`src/rtl/ivector_heard_serializer.sv`:
```
// Buffers IVector heard(meth, v) indications in a small FIFO and
// serializes each one as two 32-bit words: meth first, then v.
module ivector_heard_serializer #(
  parameter int DEPTH = 4,
  parameter int CW    = 32
) (
  input  logic                   CLK,
  input  logic                   RST,
  input  logic                   heard__ENA,
  input  logic [31:0]            heard_meth,
  input  logic [31:0]            heard_v,
  output logic                   heard__RDY,
  output logic                   out_enq__ENA,
  output logic [31:0]            out_enq_v,
  input  logic                   out_enq__RDY,
  output logic [$clog2(DEPTH):0] occupancy,
  output logic [CW-1:0]          msg_count
);

  localparam int          AW   = $clog2(DEPTH);
  localparam logic [AW:0] FULL = (AW+1)'(DEPTH);

  typedef enum logic {
    SEND_METH,
    SEND_V
  } state_e;

  state_e        state_q, state_d;
  logic [63:0]   mem_q [DEPTH];
  logic [AW-1:0] wr_ptr_q, wr_ptr_d;
  logic [AW-1:0] rd_ptr_q, rd_ptr_d;
  logic [AW:0]   occ_q, occ_d;
  logic [CW-1:0] cnt_q, cnt_d;
  logic          accept;
  logic          xfer;
  logic          pop;
  logic [63:0]   head;

  assign heard__RDY   = !RST && (occ_q != FULL);
  assign accept       = heard__ENA && heard__RDY;
  assign out_enq__ENA = !RST && (occ_q != '0) && out_enq__RDY;
  assign xfer         = out_enq__ENA;
  assign pop          = xfer && (state_q == SEND_V);
  assign head         = mem_q[rd_ptr_q];
  assign out_enq_v    = (state_q == SEND_METH) ? head[63:32] : head[31:0];
  assign occupancy    = occ_q;
  assign msg_count    = cnt_q;

  always_comb begin
    state_d  = state_q;
    wr_ptr_d = wr_ptr_q;
    rd_ptr_d = rd_ptr_q;
    cnt_d    = cnt_q;
    if (xfer) begin
      state_d = (state_q == SEND_METH) ? SEND_V : SEND_METH;
    end
    if (accept) begin
      wr_ptr_d = wr_ptr_q + AW'(1);
    end
    if (pop) begin
      rd_ptr_d = rd_ptr_q + AW'(1);
      cnt_d    = cnt_q + CW'(1);
    end
    occ_d = occ_q + {{AW{1'b0}}, accept} - {{AW{1'b0}}, pop};
  end

  always_ff @(posedge CLK) begin
    if (RST) begin
      state_q  <= SEND_METH;
      wr_ptr_q <= '0;
      rd_ptr_q <= '0;
      occ_q    <= '0;
      cnt_q    <= '0;
    end else begin
      state_q  <= state_d;
      wr_ptr_q <= wr_ptr_d;
      rd_ptr_q <= rd_ptr_d;
      occ_q    <= occ_d;
      cnt_q    <= cnt_d;
    end
  end

  always_ff @(posedge CLK) begin
    if (accept) begin
      mem_q[wr_ptr_q] <= {heard_meth, heard_v};
    end
  end

endmodule
```
`config.mk`:
```
export PLATFORM = sky130hd
export DESIGN_NAME = ivector_heard_serializer
export DESIGN_NICKNAME = d
export VERILOG_FILES = /design/src/rtl/ivector_heard_serializer.sv
export SDC_FILE = /design/constraint.sdc
export NUM_CORES = 1
export LEC_CHECK = 0
export CAP_MARGIN = 20
export CORE_UTILIZATION = 50
export CTS_BUF_LIST = sky130_fd_sc_hd__clkbuf_8
export CTS_CLUSTER_DIAMETER = 80
export DETAILED_ROUTE_END_ITERATION = 8
export DONT_BUFFER_PORTS = 1
export PLACE_DENSITY = 0.68
export SLEW_MARGIN = 25
export SYNTH_ARGS = -nofsm -noshare
export SYNTH_HDL_FRONTEND = slang
export SYNTH_SLANG_ARGS = --single-unit
```
`constraint.sdc`:
```
create_clock -name CLK -period 3.4 [get_ports CLK]
set_clock_uncertainty 0.2 [all_clocks]
set_input_delay 0.51 -clock CLK [delete_from_list [all_inputs] [get_ports CLK]]
set_output_delay 0.51 -clock CLK [all_outputs]
set_load 0.02 [all_outputs]
```
==> impl_metrics.toml, run 1 <==
[route]
first_pass_iters = 4
drt.antenna.violating_nets = 0
drc = 0
vias = 5900
drt_iter0_drc = 441
viasPerCell = 5.61
wire_per_inst_um = 20.4
wl_um = 21500

[timing]
hold_viol_final = 0
fin_crit_ns = 3.06
rsz0062_at_grt = "no"
fin_ws_ns = 0.343
fin_tns_setup_ns = 0
maxSlewHeadroom_pct = 58.4
worst_slew_pin_slew_ns = 0.624
finalSetupViolCount = 0
fmax_ghz = 0.327
period_share_pct = 89.9
slew_violations = 0

[run]
maxCapViolCount = 0

[synth]
ys_seq_elements = 298
yosysTopAreaCell = "edfxtp_1"
synth_area_mm2 = 0.0116
yosysMostFrequentCell = "edfxtp_1"
async_flop_share_pct = 0
synth.net_count = 681
yosys_warnings = 0
syn_avg_cell_area_um2 = 19.3
synthCells = 605
synth.distinct_cells = 40
synth_area_leaders = "edfxtp_1 (66%), mux4_2 (12%), dfxtp_1 (7.2%)"
seq_area_frac_synth_pct = 73.2
synth_edf_count = 256
ys.flop_type = "edfxtp_1"
synth_top_area_share_pct = 66.0
netlist_top_cells_count = "edfxtp_1 (256), mux4_2 (64), dfxtp_1 (42)"

[clock_tree]
root_buffer = "clkbuf_8"
clock_latency_ns = 0.54
clock_path_buffers = 3
cts_htree_levels = 2
cts_tree = "built"
postCtsHoldBufs = 66
cts.sinks = 298
ctsResizeCount = 0
cts_buffers = 48
clk_pin_slew_ns = 0.06
cts_setup_buffers = 0

[floorplan]
fp.dieArea_mm2 = 0.0239
io_pins = 137
start_util_pct = 51.1
dieHeight_um = 155
die_w_um = 155
core_area_mm2 = 0.0228
num_rows = 55

[setup_path]
critPathArrivalTime_ns = 2.35
crit_path_end_kind = "primary output"
rr_startpoint = "occupancy[2]"
crit_chain = "buf_12, mux4_2, mux2_2"
cp-start-kind = "flip-flop"
path_class = "reg2out"
critical_path.slowest_cell = "mux4_2"
worstPathMaxFanout = 40
required_ns = 2.69
max_stage_delay_ns = 0.55

[placement]
dpl_worst_slack_ns = 0.554
hpwl_um = 12400
port_buffers = 0
placed_cells = 897
gp_congestion = 0.751

[global_route]
grt_util_all_layers_pct = 18.7
grt_pass1_wl_um = 34200
grt_max_degree = 41
overflow = 0
grt_antenna_before_repair = 2
grt_pass1_vias = 6446

[power]
ir_worst_vdd_v = 0.000510
power.leakage_nw = 4.36
power.density_mw_per_mm2 = 548

[cells_and_area]
stdcell_count = 1052
drive_above_1_share_pct = 24.2
area_growth_syn_to_layout_pct = 17.3
fin_nets = 776

[worst_hold_path]
worstHoldPathType = "in2reg"
min_from = "out_enq__RDY"

[outcome]
status = "completed"
## sequential cells by signal (all words and copies together) (netlist names), named ones only
name and count:
mem_q 256, msg_count 32, occupancy 3, rd_ptr_q 2, wr_ptr_q 2, state_q 1
## report_power, final
part           switching [mW]  internal [mW]
registers              0.0373           4.09
clock network            1.33           1.57
logic                   0.267          0.194
## logic make-up (layout without fill, tap and decap cells)
kind of cell / after synthesis / after routing / synth area share [%]
and+or+nand+nor: 99 / 99 / 5.09
DFF: 298 / 298 / 73.2
adders and majority gates: 8 / 8 / 0.924
buffers and inverters: 41 / 173 / 1.50
xor gates and xnor gates: 12 / 12 / 0.902
AOI/OAI and AO/OA: 47 / 47 / 2.55
other: 0 / 2 / 0
muxes: 100 / 100 / 15.8
## placed cells by master (no fill, tap or decap), types with 6 or more instances in the layout
cell,netlist,layout
nand2_1,12,12
ha_1,7,7
nand3_1,8,8
dlygate4sd3_1,0,65
nand4_1,13,13
clkinv_1,0,10
clkbuf_8,0,49
or3_1,8,8
o31ai_1,12,12
buf_12,0,7
a21oi_1,19,19
xnor2_1,8,8
mux2_2,34,34
o21ai_0,7,7
inv_1,10,28
dfxtp_1,42,39
nor2_1,16,16
and3_1,6,6
edfxtp_1,256,256
mux4_2,64,64
or4_1,11,11
## stage by stage
stage / utilization, % / total power, mW / area (um2) / hold slack, ns
after global placement: 53.0 / 4.56 / 12100 / 0.307
after detailed placement: 53.0 / 4.57 / 12100 / 0.320
final: 60.0 / 7.49 / 13700 / 0.0425
after CTS: 60.0 / 7.58 / 13700 / 0.000528
after floorplan: - / 4.49 / 11700 / 0.285
after global routing: 60.0 / 7.78 / 13700 / 0.0203
## layer usage
metal | GRT usage [%] | part of all wire [%] | vias up | wire [um]
met3 | 5.86 | 7.0 | 45 | 1490
met1 | 22.2 | 40 | 2995 | 8630
li1 | - | - | 2691 | -
met5 | 0 | 0 | - | 0
met4 | 6.08 | 1.9 | 0 | 401
met2 | 32.6 | 51 | 169 | 10900
## path summary, 6_finish.rpt
path / end / cells past startpoint / slack [ns]
worst max register to register: occupancy[2] / 9 / 0.54
worst max-delay path: out_enq_v[19] / 3 / 0.34
worst min-delay path: msg_count[2] / 3 / 0.04
worst min register to register: rd_ptr_q[1] / 2 / 0.34
## layout make-up
type | instances | area [um2]
Inverter | 10 | 37.5
Antenna cell | 2 | 5.00
Tap cell | 313 | 392
Sequential cell | 298 | 8540
Timing Repair Buffer | 76 | 821
Clock inverter | 38 | 243
Fill cell | 1665 | 9110
Multi-Input combinational cell | 266 | 2960
Clock buffer | 49 | 674
## critical path: cells and delay by family, from the launching register on
family | cells | cell delay (ns)
flops | 1 | 0.52
buf+inv | 1 | 0.35
mux | 2 | 0.90
No activity file was read; power rests on OpenSTA's default activity.
==> run 2: changes to the inputs <==
- MAX_ROUTING_LAYER: unset -> met4
==> run 2 against run 1 <==
Final area stayed put. Critical endpoint unchanged. Wire length up 0.82%. Fmax about the same. Sequential power is essentially flat. Core utilization did not move. First-iteration DRC count shrank 0.91%. Total power is essentially flat. Non-clock buffer count stayed put. Clock power about the same. Combinational power about the same. Worst setup slack gained 0.0016 ns. Global-route usage is 0.61 points higher. Largest power group unchanged.
==> impl_metrics.toml, run 2 (synthesized netlist as in run 1, its figures left out) <==
[floorplan]
die_w_um = 155
dieHeight_um = 155
start_util_pct = 51.1
num_rows = 55
fp.dieArea_mm2 = 0.0239
core_area_mm2 = 0.0228
io_pins = 137

[route]
wl_um = 21600
first_pass_iters = 4
drc = 0
drt.antenna.violating_nets = 0
viasPerCell = 5.63
drt_iter0_drc = 437
wire_per_inst_um = 20.6
vias = 5920

[cells_and_area]
multiInputGateArea_mm2 = 0.00296
regArea_mm2 = 0.00854
drive_above_1_share_pct = 24.2
largest_register = "mem_q"
fillerInstances = 1665
area_growth_syn_to_layout_pct = 17.3
fin_nets = 776
layout_common_cells = "edfxtp_1 (256), dlygate4sd3_1 (65), mux4_2 (64)"
largest_reg_flops = 256
final_common_cell = "edfxtp_1"

[setup_path]
critPathArrivalTime_ns = 2.35
path_class = "reg2out"
required_ns = 2.69
cp-start-kind = "flip-flop"
worstPathMaxFanout = 40
crit_path_end_kind = "primary output"

[power]
power.density_mw_per_mm2 = 548
ir_worst_vdd_v = 0.000510
power.leakage_nw = 4.36

[global_route]
grt_antenna_before_repair = 2
grt_pass1_wl_um = 34200
grt_util_all_layers_pct = 19.3
grt_pass1_vias = 6455
grt_max_degree = 41
overflow = 0

[timing]
worst_slew_pin_slew_ns = 0.634
rsz0062_at_grt = "no"
period_share_pct = 89.9
hold_viol_final = 0
fin_ws_ns = 0.345
fmax_ghz = 0.327
finalSetupViolCount = 0
maxSlewHeadroom_pct = 57.7
fin_tns_setup_ns = 0
fin_crit_ns = 3.06
slew_violations = 0

[outcome]
status = "completed"

[worst_hold_path]
worstHoldPathType = "in2reg"

[clock_tree]
clock_path_buffers = 3
clk_pin_slew_ns = 0.06
cts_htree_levels = 2
cts_tree = "built"
cts_setup_buffers = 0
cts_buffers = 48
cts.sinks = 298
clock_latency_ns = 0.54
root_buffer = "clkbuf_8"

[placement]
gp_congestion = 0.765
hpwl_um = 12400
port_buffers = 0
dpl_worst_slack_ns = 0.554

[run]
maxCapViolCount = 0
[run 2: cell counts in the layout (fill, tap and decap cells not counted)]
No cell type changed its count.
[run 2: final cells by class]
| type | count | share of cell area, % |
|---|---|---|
| timing repair buffer | 76 | 6.01 |
| inverter | 10 | 0.275 |
| sequential | 298 | 62.5 |
| antenna | 2 | 0.0366 |
| clock buffer | 49 | 4.93 |
| multi-input combinational | 266 | 21.6 |
| tap | 313 | 2.87 |
| clock inverter | 38 | 1.78 |
[run 2: metrics by stage]
stage                     instances  hold WS (ns)  total power, mW  util (%)  area (um2)
after floorplan                 605         0.285             4.49         -       11700
after global placement          897         0.307             4.56      53.0       12100
after detailed placement        897         0.320             4.57      53.0       12100
after CTS                      1050      0.000528             7.58      60.0       13700
after global routing           1052        0.0196             7.78      60.0       13700
final                          1052        0.0407             7.49      60.0       13700
[run 2: metal layers]
metal  GRT usage, %  part of all wire [%]
met5              -                     0
met4           6.08                   1.8
met3           5.44                   6.3
met2           32.6                    51
met1           22.5                    41
[run 2: timing repair]
action	4_1_cts	5_1_grt
hold endpoints to repair	293	0
hold buffers	66	0
setup endpoints to repair	0	0
gates resized for setup	0	0
[run 2: path summary, 6_finish.rpt]
kind                   end          from  depth (start not counted)  slack, ns
max          out_enq_v[19]     flip-flop                          3       0.34
max reg2reg   occupancy[2]  occupancy[2]                          9       0.54
min           msg_count[2]  out_enq__RDY                          3       0.04
min reg2reg    rd_ptr_q[1]   rd_ptr_q[1]                          2       0.35
[run 2: power breakdown]
group,internal [mW],switching (mW),total (mW)
clock network,1.57,1.33,2.91
registers,4.09,0.0374,4.13
logic,0.194,0.268,0.461
total,5.86,1.64,7.49
[run 2: worst max-delay path: stages (launching register included)]
cell	delay, ns
dfxtp_4	0.52
buf_12	0.35
mux4_2	0.55
mux2_2	0.35
==> run 3: changes to the inputs <==
- CORE_ASPECT_RATIO: unset -> 1.2
- SKIP_CTS_REPAIR_TIMING: unset -> 1
==> run 3 against run 2 <==
Wire length up 2.5%. Core utilization up 0.055 points. Worst setup slack better by 0.027 ns. Worst hold slack worse by 0.013 ns. Clock power down 8.6%. Largest power group unchanged. Sequential power about the same. Die area about the same. Count of clock-buffer cells in the layout down 1. Highest routed layer unchanged. Global-route usage down 0.19 points.
==> impl_metrics.toml, run 3 (synthesized netlist as in run 1, its figures left out) <==
[outcome]
status = "completed"

[global_route]
grt_max_degree = 46
grt_antenna_before_repair = 1
overflow = 0
grt_pass1_vias = 6221
grt_util_all_layers_pct = 19.2
grt_pass1_wl_um = 33500

[timing]
hold_viol_final = 0
slew_violations = 0
fmax_ghz = 0.330
fin_ws_ns = 0.372
fin_crit_ns = 3.03
rsz0062_at_grt = "no"
period_share_pct = 89.1
maxSlewHeadroom_pct = 56.9
finalSetupViolCount = 0
fin_tns_setup_ns = 0
worst_slew_pin_slew_ns = 0.647

[clock_tree]
clock_latency_ns = 0.54
clock_path_buffers = 3
cts_buffers = 45
root_buffer = "clkbuf_8"
cts_htree_levels = 2
cts_tree = "built"
cts.sinks = 298
clk_pin_slew_ns = 0.06

[cells_and_area]
largest_register = "mem_q"
stdcell_count = 1048
final_util_pct = 60.0
fillerInstances = 1708
final_common_cell = "edfxtp_1"
drive_above_1_share_pct = 24.0
largest_reg_flops = 256
fin_nets = 778
layout_common_cells = "edfxtp_1 (256), dlygate4sd3_1 (65), mux4_2 (64)"
area_growth_syn_to_layout_pct = 16.9

[floorplan]
num_rows = 60
io_pins = 137
start_util_pct = 51.4
dieHeight_um = 169
die_w_um = 141
core_area_mm2 = 0.0227
fp.dieArea_mm2 = 0.0239

[route]
drc = 0
wl_um = 22200
viasPerCell = 5.77
first_pass_iters = 4
drt_iter0_drc = 258
drt.antenna.violating_nets = 0
vias = 6049
wire_per_inst_um = 21.2

[setup_path]
critical_path.slowest_cell = "dfxtp_4"
required_ns = 2.69
rr_startpoint = "occupancy[1]"
critPathArrivalTime_ns = 2.32
worstPathMaxFanout = 22
reg2reg_depth = 9
crit_path_end_kind = "primary output"
max_stage_delay_ns = 0.60
path_class = "reg2out"
cp-start-kind = "flip-flop"
timing.rr.end = "occupancy[2]"
critPathTopFamily = "multiplexers"
crit_chain = "buf_12, mux4_2, mux2_2"
r2r_slack_ns = 0.52
cp.buffers_inverters = 1

[placement]
placed_cells = 899
port_buffers = 0
dpl_worst_slack_ns = 0.525
hpwl_um = 12700
gp_congestion = 0.746

[worst_hold_path]
worstHoldPathType = "in2reg"
hold_depth = 2
min_to = "msg_count[29]"
min_from = "RST"

[power]
ir_worst_vdd_v = 0.000416
power.leakage_nw = 4.34
power.density_mw_per_mm2 = 533

[run]
maxCapViolCount = 0
[run 3: cell count changes in the layout (fill, tap and decap cells not counted), sizes merged]
cell	before	now
bufinv	3	1
clkbuf	49	48
inv	30	29
diode	2	1
clkinv	14	13
buf	11	16
[run 3: metal layers]
layer	global-route usage [%]	share of wire [%]	vias to the layer above
met4	7.04	2.3	0
li1	-	-	2684
met1	20.3	38	3116
met5	-	0	-
met2	32.9	52	198
met3	6.69	7.4	51
[run 3: how the worst max path moves through the flow]
stage	cells after the start	to	from
6_report	3	out_enq_v[2]	flip-flop
5_1_grt	3	out_enq_v[0]	flip-flop
4_1_cts	3	out_enq_v[11]	flip-flop
3_5_place_dp	9	occupancy[2]	occupancy[1]
3_3_place_gp	9	occupancy[2]	occupancy[1]
2_1_floorplan	10	occupancy[2]	occupancy[1]
[run 3: through the flow]
step / power, mW / hold slack [ns] / area [um2]
2_1_floorplan: 4.49 / 0.285 / 11700
3_3_place_gp: 4.57 / 0.319 / 12100
3_5_place_dp: 4.58 / 0.325 / 12100
4_1_cts: 7.24 / -0.198 / 12900
5_1_grt: 7.51 / 0.0208 / 13600
6_report: 7.25 / 0.0277 / 13600
[run 3: area by class of cell]
type                            instances  area, um2  share of cell area [%]
Multi-Input combinational cell        266       2960                    21.7
Inverter                               10       37.5                   0.276
Tap cell                              310        388                    2.85
Timing Repair Buffer                   81        871                    6.40
Clock inverter                         34        161                    1.19
Clock buffer                           48        661                    4.85
Sequential cell                       298       8540                    62.7
Antenna cell                            1       2.50                  0.0184
[run 3: report_power, final]
part | internal [mW] | switching [mW] | total (mW)
clock | 1.38 | 1.28 | 2.66
combinational | 0.197 | 0.275 | 0.472
sequential | 4.09 | 0.0331 | 4.12
total | 5.66 | 1.59 | 7.25
